==> src/rtl/sort_serializer.sv <==
// Serializes the sorted vector from the last bitonic merge stage onto a valid/ready stream.
// Each captured vector becomes one frame. The block counts completed frames and flags vectors it had to drop.
module sort_serializer #(
  parameter int width       = 8,
  parameter int index       = 8,
  parameter int index_width = 3,
  parameter bit descend     = 1'b0
) (
  input  logic             clk,
  input  logic             rst,
  input  logic [width-1:0] in_data [0:index-1],
  input  logic             in_valid,
  output logic             in_ready,
  output logic [width-1:0] out_data,
  output logic             out_valid,
  input  logic             out_ready,
  output logic             out_last,
  output logic [15:0]      frame_count,
  output logic             overrun
);

  typedef enum logic {IDLE, SEND} state_t;

  localparam logic [index_width-1:0] LAST = index_width'(index - 1);

  state_t                 state_q, state_d;
  logic [index_width-1:0] beat_q, beat_d;
  logic [width-1:0]       buf_q [0:index-1];
  logic [width-1:0]       buf_d [0:index-1];
  logic [15:0]            frame_count_q, frame_count_d;
  logic                   overrun_q, overrun_d;

  logic beat_fire;
  logic at_last;
  logic capture;

  assign at_last   = (beat_q == LAST);
  assign beat_fire = (state_q == SEND) && out_ready;
  assign in_ready  = (state_q == IDLE) || (beat_fire && at_last);
  assign capture   = in_valid && in_ready;

  // Outputs are decoded from registers only; in_* never reaches out_* combinationally.
  assign out_valid   = (state_q == SEND);
  assign out_last    = (state_q == SEND) && at_last;
  assign out_data    = descend ? buf_q[LAST - beat_q] : buf_q[beat_q];
  assign frame_count = frame_count_q;
  assign overrun     = overrun_q;

  always_comb begin
    state_d       = state_q;
    beat_d        = beat_q;
    buf_d         = buf_q;
    frame_count_d = frame_count_q;
    overrun_d     = overrun_q;

    if (beat_fire) begin
      if (at_last) begin
        frame_count_d = frame_count_q + 16'd1;
        state_d       = IDLE;
      end else begin
        beat_d = beat_q + index_width'(1);
      end
    end

    // A capture on the last accepted beat overrides the return to IDLE, so frames run back to back.
    if (capture) begin
      buf_d   = in_data;
      beat_d  = '0;
      state_d = SEND;
    end

    if (in_valid && !in_ready) begin
      overrun_d = 1'b1;
    end
  end

  always_ff @(posedge clk) begin
    if (rst) begin
      state_q       <= IDLE;
      beat_q        <= '0;
      frame_count_q <= '0;
      overrun_q     <= 1'b0;
      for (int i = 0; i < index; i++) begin
        buf_q[i] <= '0;
      end
    end else begin
      state_q       <= state_d;
      beat_q        <= beat_d;
      frame_count_q <= frame_count_d;
      overrun_q     <= overrun_d;
      buf_q         <= buf_d;
    end
  end

endmodule

==> config.mk <==
export PLATFORM = sky130hd
export DESIGN_NAME = sort_serializer
export DESIGN_NICKNAME = d
export VERILOG_FILES = /design/src/rtl/sort_serializer.sv
export SDC_FILE = /design/constraint.sdc
export NUM_CORES = 1
export LEC_CHECK = 0
export ABC_CLOCK_PERIOD_IN_PS = 3700
export CAP_MARGIN = 40
export CELL_PAD_IN_SITES_DETAIL_PLACEMENT = 1
export CELL_PAD_IN_SITES_GLOBAL_PLACEMENT = 1
export CORE_MARGIN = 1.5
export CORE_UTILIZATION = 38
export DETAILED_ROUTE_END_ITERATION = 12
export GPL_TIMING_DRIVEN = 0
export MAX_ROUTING_LAYER = met4
export PLACE_DENSITY_LB_ADDON = 0.1
export SLEW_MARGIN = 25
export SYNTH_ARGS = -nofsm -noshare
export SYNTH_HDL_FRONTEND = slang
export SYNTH_SLANG_ARGS = --single-unit
==> constraint.sdc <==
create_clock -name clk -period 3.7 [get_ports clk]
set_input_delay 0.37 -clock clk [delete_from_list [all_inputs] [get_ports clk]]
set_output_delay 0.37 -clock clk [all_outputs]
set_load 0.02 [all_outputs]
==> out/results.tsv <==
stage	metric	value	unit
final_layout	finalCoreUtilization	0.526	
sta	rsz0062_at_grt	false	
cts	ctsHoldBuffers	0	
critical_path	critPathLaunchType	flip-flop	
route	drc	0	
sta	finalSetupViolCount	0	
floorplan	row_count	35	
sta	hold_violations	0	
global_route	grt_pass1_wl	16200	µm
sta	period_needed	3.04	ns
final_layout	antenna_cells	0	
cts	clkLatencyLatePin	0.35	ns
cts	numCtsBuffers	9	
route	vias	3232	
cts	cts.sinks	85	
final_layout	drive_above_1_share	0.106	
global_route	antenna_found_initial	0	
critical_path	slowest_delay	0.56	ns
route	drt_first_pass_iters	4	
final_layout	fin_nets	585	
power	peakVddDrop	0.207	mV
critical_path	crit_slowest_cell	clkdlybuf4s50_1	
min_path	hp-class	in -> reg	
floorplan	fp.dieH	100	µm
yosys	avgSynthCellArea	8.77	µm²
route	drt_iter0_drc	73	
critical_path	critical_path_required	3.33	ns
critical_path	r2r_cells	8	
cts	cts-root-buf	clkbuf_8	
critical_path	crit_arrival	2.67	ns
cts	cts_tree	done	
final_layout	fillCellCount	1104	
critical_path	crit_type	reg -> out	
route	avgRoutedWirePerCell	16.0	µm
floorplan	start_util	0.390	
sta	timing.fmax	329	MHz
global_route	grt_max_degree	14	
status	status	finished, final reports clean	
critical_path	reg2reg_slack	1.53	ns
route	vias_per_cell	5.14	
cts	post_cts_buffers	0	
sta	hold_ws	0.425	ns
floorplan	core	9200	µm²
yosys	synth-seq-area-share	0.474	
place	finalWeightedCongestion	0.789	
place	port_buffers	94	
final_layout	final_cell_mix	nand2_1 (132), clkdlybuf4s50_1 (94), dfxtp_1 (85)	
final_layout	area_growth	34.7	%
floorplan	die_w	100	µm
yosys	synthesis.instances	409	
sta	period_share	0.822	
sta	fin_worst_skew	0.00745	ns
global_route	grt_pass1_vias	3252	
critical_path	worst_setup_path_end_kind	output pin	
critical_path	path_cells	buf_2 > buf_4 > mux4_2 > mux2_2 > clkdlybuf4s50_1	
route	wirelength	10000	µm
cts	htreeDepth	3	
cts	cts_resized	0	
yosys	yosys_warnings	0	
critical_path	path_max_fanout	10	
route	ant_nets	0	
sta	setup_tns	0	ns
cts	clk_path_buf_depth	2	
job	max_cap_violations	0	
final_layout	layout_commonest_cell	nand2_1	
power	power_density	375	nW/µm²
cts	clk_pin_slew_worst_paths	0.08	ns
yosys	postSynthNetCount	480	
place	dp_hpwl	7580	µm
floorplan	die_area	10000	µm²
sta	slew_viol_final	0	
yosys	ys_types	29	
global_route	gr-usage-all-layers	0.217	
power	p_leak	1.77	nW
global_route	grt.overflow.total	0	
sta	slew_headroom	0.637	
floorplan	io_pins	96	
sta	tightest_slew	0.544	ns
yosys	netlist_area	3590	µm²
yosys	synth_seq_cells	85	
min_path	hold_depth	2	
==> sequential cells by signal (all words and copies together), names as in the netlist <==
signal,flops
out_valid,1
frame_count,16
buf_q,64
overrun,1
beat_q,3
==> power by group <==
group,switching [W],internal (W),total [W]
clock,0.000323,0.000257,0.000580
sequential,0.0000213,0.000955,0.000977
combinational,0.000122,0.000132,0.000254
total,0.000466,0.00134,0.00181
==> logic make-up (layout without fill, tap and decap cells) <==
family,Yosys count,after routing,synth area share
xor+xnor,9,9,0.0220
compound gates,80,80,0.114
fa+ha+maj,3,3,0.0105
flops,85,85,0.474
mux,27,27,0.134
buf+inv,32,141,0.0401
simple gates,173,173,0.205
==> synth_stat cells (all sizes together) <==
cell type | instances | share of area
and3 | 2 | 0.0035
and2 | 3 | 0.0052
clkbuf | 16 | 0.017
and4 | 3 | 0.0080
nand3b | 1 | 0.0021
mux2i | 3 | 0.0084
nand4 | 4 | 0.010
o21ai | 6 | 0.0084
o31ai | 1 | 0.0021
a21boi | 1 | 0.0031
or4 | 1 | 0.0021
xnor2 | 2 | 0.0049
inv | 2 | 0.0021
nand2 | 132 | 0.14
dfxtp | 85 | 0.47
or3 | 6 | 0.010
buf | 14 | 0.021
nor2 | 12 | 0.013
xor2 | 7 | 0.017
nand3 | 6 | 0.0084
mux2 | 8 | 0.025
nor3 | 3 | 0.0042
mux4 | 16 | 0.10
ha | 3 | 0.010
a21oi | 72 | 0.10
==> final cells by class <==
class / instances / area (µm²) / share of cell area
Inverter: 2 / 7.51 / 0.00155
Timing Repair Buffer: 94 / 941 / 0.195
Buffer: 30 / 136 / 0.0282
Sequential cell: 85 / 1700 / 0.352
Tap cell: 111 / 139 / 0.0287
Multi-Input combinational cell: 292 / 1740 / 0.360
Clock inverter: 4 / 25.0 / 0.00518
Clock buffer: 11 / 141 / 0.0293
==> per-layer routing <==
metal	track usage	share of wire	wire, µm	up-vias
met1	0.280	0.47	4720	1537
li1	-	-	-	1600
met4	0.0488	0.013	126	0
met2	0.347	0.46	4660	82
met5	-	0	0	-
met3	0.0515	0.053	528	13
==> critical path: cells and delay by family, from the launching register on <==
family | cells | cell delay, ns
buf+inv | 3 | 1.15
flops | 1 | 0.34
mux | 2 | 0.83
==> worst paths after layout <==
check | start | end
min reg2reg | buf_q[15]$_SDFFE_PP0P_ | buf_q[15]$_SDFFE_PP0P_
max reg2reg | beat_q[0]$_SDFFE_PP0P_ | buf_q[61]$_SDFFE_PP0P_
max | beat_q[0]$_SDFFE_PP0P_ | out_data[2]
min | rst | buf_q[27]$_SDFFE_PP0P_
==> per-stage QoR <==
step,total power [W],area (µm²),std cells,setup slack [ns]
2_1_floorplan,0.00112,3590,409,1.74
3_3_place_gp,0.00125,4670,614,1.03
3_5_place_dp,0.00125,4670,614,1.00
4_1_cts,0.00182,4830,629,0.615
5_1_grt,0.00189,4830,629,0.538
6_report,0.00181,4830,629,0.659
Power figures use the tool's default switching activity.
